[src/rtl/basys3_ui_pkg.sv]
// Shared types and constants for the Basys 3 push-button front end.
package basys3_ui_pkg;

  typedef enum logic [1:0] {
    IDLE            = 2'd0,
    CONFIRM_PRESS   = 2'd1,
    HELD            = 2'd2,
    CONFIRM_RELEASE = 2'd3
  } btn_state_t;

  // Bit positions inside the {BTNU, BTND, BTNL, BTNR, BTNC} vector.
  localparam int BTN_C = 0;
  localparam int BTN_R = 1;
  localparam int BTN_L = 2;
  localparam int BTN_D = 3;
  localparam int BTN_U = 4;

  localparam int DEF_NUM_BTN         = 5;
  localparam int DEF_DEBOUNCE_CYCLES = 2_000_000;
  localparam int DEF_REPEAT_DELAY    = 50_000_000;
  localparam int DEF_REPEAT_PERIOD   = 10_000_000;

endpackage

[src/rtl/btn_debounce_cell.sv]
// One button: two-flop synchronizer, confirm/held debounce FSM, edge pulses and,
// when BTN_AUTOREPEAT_EN is defined, a hold-to-repeat timer.
module btn_debounce_cell
  import basys3_ui_pkg::*;
#(
  parameter int DEBOUNCE_CYCLES = DEF_DEBOUNCE_CYCLES,
  parameter int REPEAT_DELAY    = DEF_REPEAT_DELAY,
  parameter int REPEAT_PERIOD   = DEF_REPEAT_PERIOD
) (
  input  logic       clk,
  input  logic       rst,
  input  logic       raw,
  output logic       btn_level,
  output logic       btn_press,
  output logic       btn_release,
  output logic       btn_repeat,
  output btn_state_t state_dbg
);

  localparam int CW = $clog2(DEBOUNCE_CYCLES + 1);
  localparam logic [CW-1:0] DB_LAST = CW'(DEBOUNCE_CYCLES - 1);
  localparam logic [CW-1:0] CNT_MAX = {CW{1'b1}};
  localparam logic [CW-1:0] CNT_ONE = CW'(1);

  logic          sync1, sync2;
  btn_state_t    state_q, state_d;
  logic [CW-1:0] cnt_q, cnt_d, cnt_inc;
  logic          level_d, press_d, release_d;

  assign cnt_inc   = (cnt_q == CNT_MAX) ? cnt_q : cnt_q + 1'b1;
  assign state_dbg = state_q;

  always_ff @(posedge clk) begin
    if (rst) begin
      sync1       <= 1'b0;
      sync2       <= 1'b0;
      state_q     <= IDLE;
      cnt_q       <= '0;
      btn_level   <= 1'b0;
      btn_press   <= 1'b0;
      btn_release <= 1'b0;
    end else begin
      sync1       <= raw;
      sync2       <= sync1;
      state_q     <= state_d;
      cnt_q       <= cnt_d;
      btn_level   <= level_d;
      btn_press   <= press_d;
      btn_release <= release_d;
    end
  end

  // cnt holds the number of consecutive confirming samples already seen.
  always_comb begin
    state_d = state_q;
    cnt_d   = cnt_q;
    unique case (state_q)
      IDLE: begin
        if (sync2) begin
          state_d = CONFIRM_PRESS;
          cnt_d   = CNT_ONE;
        end
      end
      CONFIRM_PRESS: begin
        if (!sync2) begin
          state_d = IDLE;
          cnt_d   = '0;
        end else if (cnt_q >= DB_LAST) begin
          state_d = HELD;
          cnt_d   = '0;
        end else begin
          cnt_d = cnt_inc;
        end
      end
      HELD: begin
        if (!sync2) begin
          state_d = CONFIRM_RELEASE;
          cnt_d   = CNT_ONE;
        end
      end
      CONFIRM_RELEASE: begin
        if (sync2) begin
          state_d = HELD;
          cnt_d   = '0;
        end else if (cnt_q >= DB_LAST) begin
          state_d = IDLE;
          cnt_d   = '0;
        end else begin
          cnt_d = cnt_inc;
        end
      end
      default: begin
        state_d = IDLE;
        cnt_d   = '0;
      end
    endcase
  end

  always_comb begin
    press_d   = (state_q == CONFIRM_PRESS) && (state_d == HELD);
    release_d = (state_q == CONFIRM_RELEASE) && (state_d == IDLE);
    level_d   = (state_d == HELD) || (state_d == CONFIRM_RELEASE);
  end

`ifdef BTN_AUTOREPEAT_EN
  localparam int RW = $clog2(REPEAT_DELAY + 1);
  localparam logic [RW-1:0] REP_LAST   = RW'(REPEAT_DELAY - 1);
  localparam logic [RW-1:0] REP_RELOAD = RW'(REPEAT_DELAY - REPEAT_PERIOD);

  logic [RW-1:0] rep_cnt;
  logic          holding, rep_fire;

  // Bounces in CONFIRM_RELEASE keep the timer running; only acceptance stops it.
  assign holding  = (state_q == HELD) || (state_q == CONFIRM_RELEASE);
  assign rep_fire = holding && !release_d && (rep_cnt == REP_LAST);

  always_ff @(posedge clk) begin
    if (rst) begin
      rep_cnt    <= '0;
      btn_repeat <= 1'b0;
    end else begin
      if (press_d || !holding) begin
        rep_cnt <= '0;
      end else if (rep_cnt == REP_LAST) begin
        rep_cnt <= REP_RELOAD;
      end else begin
        rep_cnt <= rep_cnt + 1'b1;
      end
      btn_repeat <= rep_fire;
    end
  end
`else
  assign btn_repeat = 1'b0;
`endif

endmodule

[src/rtl/basys3_button_conditioner.sv]
// Basys 3 push-button conditioner: one independent debounce cell per button.
// Define BTN_AUTOREPEAT_EN to build the hold-to-repeat timers.
module basys3_button_conditioner
  import basys3_ui_pkg::*;
#(
  parameter int NUM_BTN         = DEF_NUM_BTN,
  parameter int DEBOUNCE_CYCLES = DEF_DEBOUNCE_CYCLES,
  parameter int REPEAT_DELAY    = DEF_REPEAT_DELAY,
  parameter int REPEAT_PERIOD   = DEF_REPEAT_PERIOD
) (
  input  logic                 clk,
  input  logic                 rst,
  input  logic [NUM_BTN-1:0]   btn_raw,
  output logic [NUM_BTN-1:0]   btn_level,
  output logic [NUM_BTN-1:0]   btn_press,
  output logic [NUM_BTN-1:0]   btn_release,
  output logic [NUM_BTN-1:0]   btn_repeat,
  output logic                 btn_any_press,
  output logic [2*NUM_BTN-1:0] btn_state_dbg
);

  for (genvar i = 0; i < NUM_BTN; i++) begin : g_btn
    btn_debounce_cell #(
      .DEBOUNCE_CYCLES(DEBOUNCE_CYCLES),
      .REPEAT_DELAY   (REPEAT_DELAY),
      .REPEAT_PERIOD  (REPEAT_PERIOD)
    ) u_cell (
      .clk        (clk),
      .rst        (rst),
      .raw        (btn_raw[i]),
      .btn_level  (btn_level[i]),
      .btn_press  (btn_press[i]),
      .btn_release(btn_release[i]),
      .btn_repeat (btn_repeat[i]),
      .state_dbg  (btn_state_dbg[2*i +: 2])
    );
  end

  // OR of registered pulses, so it is aligned with btn_press.
  assign btn_any_press = |btn_press;

endmodule

[config.mk]
export PLATFORM = sky130hd
export DESIGN_NAME = basys3_button_conditioner
export DESIGN_NICKNAME = d
export VERILOG_FILES = /design/src/rtl/basys3_ui_pkg.sv /design/src/rtl/btn_debounce_cell.sv /design/src/rtl/basys3_button_conditioner.sv
export SDC_FILE = /design/constraint.sdc
export NUM_CORES = 1
export LEC_CHECK = 0
export ABC_AREA = 0
export BUFFER_PORTS_ARGS = -buffer_cell sky130_fd_sc_hd__buf_2
export CAP_MARGIN = 0
export CELL_PAD_IN_SITES_DETAIL_PLACEMENT = 0
export CELL_PAD_IN_SITES_GLOBAL_PLACEMENT = 1
export CORE_MARGIN = 4
export CORE_UTILIZATION = 25
export CTS_BUF_LIST = sky130_fd_sc_hd__clkbuf_4
export CTS_CLUSTER_DIAMETER = 100
export DETAILED_ROUTE_END_ITERATION = 8
export PLACE_DENSITY = 0.59
export SYNTH_ARGS = -nofsm -noshare
export SYNTH_HDL_FRONTEND = slang
export SYNTH_SLANG_ARGS = --single-unit
[constraint.sdc]
create_clock -name clk -period 3.7 [get_ports clk]
set_clock_uncertainty 0.2 [all_clocks]
set_input_delay 0.555 -clock clk [delete_from_list [all_inputs] [get_ports clk]]
set_output_delay 0.555 -clock clk [all_outputs]
set_load 0.02 [all_outputs]
==> reports/results.ini <==
[run_status]
status = complete, no violations

[worst_setup_path]
worst_ep_required_time_ps = 3980
cpMostUsedCell = nand4_1
cp-start-kind = register
path_cells = ha_1, and4_1, nand4_1, or4_1, nand4_1, nor2_1, a22o_1
path_buf_inv = 0
slowest_stage = or4_1
critical_path_class = reg2reg
cp-end-kind = register
max_stage_delay_ps = 690
cp_data_arrival_time_ps = 3030
critPathTopFamily = simple AND/OR/NAND/NOR gates
path_max_fanout = 7

[clock_tree]
cts.sinks = 140
clkSlewWorstSetupHoldPaths_ps = 140
clock_latency_ps = 570
cts_made_buffers = 17
cts_setup_buffers = 0
cts_tree = yes
cts.root.buffer_cell = clkbuf_4
h-tree-depth = 4
ctsResizeCount = 0
cts_buffer_depth = 2

[routing]
drtPass1Iterations = 5
ant_nets = 0
routed_wl_mm = 19.0
viasPerCell = 5.07
routedWlPerCell_um = 14.8
num_vias = 6526
drcViolationCount = 0
drt_iter0_drc = 413

[power_and_ir_drop]
p_sw_share_pct = 24.9
switchingPower_uw = 653
pwr-share-clk_pct = 37.5
p_per_area_nw_per_um2 = 332
pwr-share-seq_pct = 58.3
p_leak_nw = 2.63
ir_drop_uv = 202
p_int_mw = 1.97
p_comb_share_pct = 4.2

[placement]
place_area_um2 = 7590
hpwlAfterDp_mm = 13.3
gp_congestion = 0.791
portBuffers = 32

[synthesis]
ys_warn_count = 0
synth_flop_cell = dfxtp_1
synth_cell_type_count = 70
ys_ff_latch = 140
async_flop_share_pct = 0
syn_area_per_cell_um2 = 8.05
synth.top_cells.by_area = dfxtp_1 (39%), nand2_1 (4.6%), a21oi_1 (4.5%), a31oi_1 (4.2%), nor2_1 (3.5%)
seq_area_frac_synth_pct = 39.0
synth-edff-count = 0
syn_area_um2 = 7190
yosys.area.top_type = dfxtp_1
synthCells = 893
synth_top_area_share_pct = 39.0

[timing]
worstMarginPinSlew_ps = 1030
finalCriticalPeriod_ps = 2750
finalHoldViolCount = 0
rsz0062_at_grt = false
period_share_pct = 74.4
setup_tns_ps = 0
timing.fmax_mhz = 363
max_slew_margin_pct = 31.1
drv_slew = 0
finalSetupViolCount = 0
whs_ps = 46.1

[grt]
grt_max_degree = 33
antenna_found_initial = 1
grt_use_total_pct = 12.4
grt_pass1_wl_mm = 31.8
grt-ovfl-total = 0
grt_pass1_vias = 6082

[worst_hold_path]
hold_class = in2reg

[floorplan]
pin_count = 38
start_util_pct = 25.6
die_area_um2 = 31500
core_area_um2 = 28100
num_rows = 61
die_w_um = 178
die_y_um = 178

[final_layout]
nets = 909
drive_above_1_share_pct = 9.79
syn_to_final_growth_pct = 9.64
fin_area_um2 = 7880

[run]
drv_cap = 0

-- sequential cells by signal, summed over array words and instances (netlist names) --
signal and flops:
g_btn.u_cell.state_dbg 10, g_btn.u_cell.btn_press 5, g_btn.u_cell.cnt_q 105, g_btn.u_cell.sync1 5, g_btn.u_cell.btn_level 5, g_btn.u_cell.btn_release 5
g_btn.u_cell.sync2 5
-- per-stage QoR --
stage / util (%) / total power [mW] / worst slack, ps / cells
final: 28.1 / 2.62 / 946 / 1288
after detailed placement: 27.0 / 1.67 / 974 / 1253
after CTS: 28.1 / 2.68 / 937 / 1287
after global placement: 27.0 / 1.67 / 993 / 1253
after global routing: 28.1 / 2.76 / 759 / 1288
after floorplan: - / 1.63 / 1220 / 897
-- power by group through the flow --
| stage | Sequential [mW] | Combinational, mW | Clock (mW) |
|---|---|---|---|
| global route | 1.53 | 0.123 | 1.10 |
| finish | 1.53 | 0.109 | 0.983 |
| detailed placement | 1.56 | 0.110 | 0 |
| floorplan | 1.56 | 0.0739 | 0 |
| global placement | 1.56 | 0.110 | 0 |
| CTS | 1.53 | 0.112 | 1.04 |
-- synthesized netlist by cell type, drive strengths merged, types with 14 or more instances --
cell	instances
o21ai	41
nor2	68
xnor2	14
nand3	47
nor3	35
dfxtp	140
nand4	36
buf	31
nor2b	15
clkbuf	37
a21oi	65
nand2	88
and3	20
inv	18
a31oi	48
-- worst paths after layout --
path,startpoint,end,slack (ps),depth (start not counted)
max,g_btn[2].u_cell.cnt_q[0],g_btn[2].u_cell.cnt_q[3],950,7
min,btn_raw[4],g_btn[4].u_cell.sync1,50,2
max reg2reg,g_btn[2].u_cell.cnt_q[0],g_btn[2].u_cell.cnt_q[3],950,7
min reg2reg,g_btn[2].u_cell.sync1,g_btn[2].u_cell.sync2,250,1
-- final cells by class --
class                   instances  area [µm²]
fillers                      3130       20200
multi-input cells             671        3990
flip-flops and latches        140        2800
well taps                     378         473
repair buffers                 49         295
clock buffers                  21         158
clock inverters                10         100
inverters                      18        67.6
diodes                          1        2.50
-- layout by cell type (no fill, tap or decap), types with 21 or more instances in the layout --
cell type and n:
nand3_1 47, buf_2 32, clkbuf_4 21, nand2_1 88, nor3_1 33, nand4_1 36, a31oi_1 48, o21ai_0 35
nor2_1 68, dfxtp_1 140, a21oi_1 65
-- timing repair --
action                                  in CTS  in global routing
hold buffers                                 3                  0
endpoints found under the setup margin       0                  0
hold endpoints to repair                     3                  0
-- layer usage --
layer / GRT usage (%) / vias to the layer above / part of all wire, %
met4: 4.25 / 0 / 1.8
met2: 18.5 / 98 / 43
met3: 2.94 / 20 / 3.5
met1: 17.5 / 3056 / 51
met5: 0 / - / 0
li1: - / 3352 / -
-- cell families after synthesis --
kind of cell,share of synthesized area [%]
multiplexers,1.25
AND/OR/NAND/NOR,28.5
buffers and inverters,5.81
other,0.0522
adder cells (fa/ha/maj),0.870
XOR/XNOR,2.31
AO/OA/AOI/OAI,22.2
flip-flops,39.0
Power figures use the tool's default switching activity.
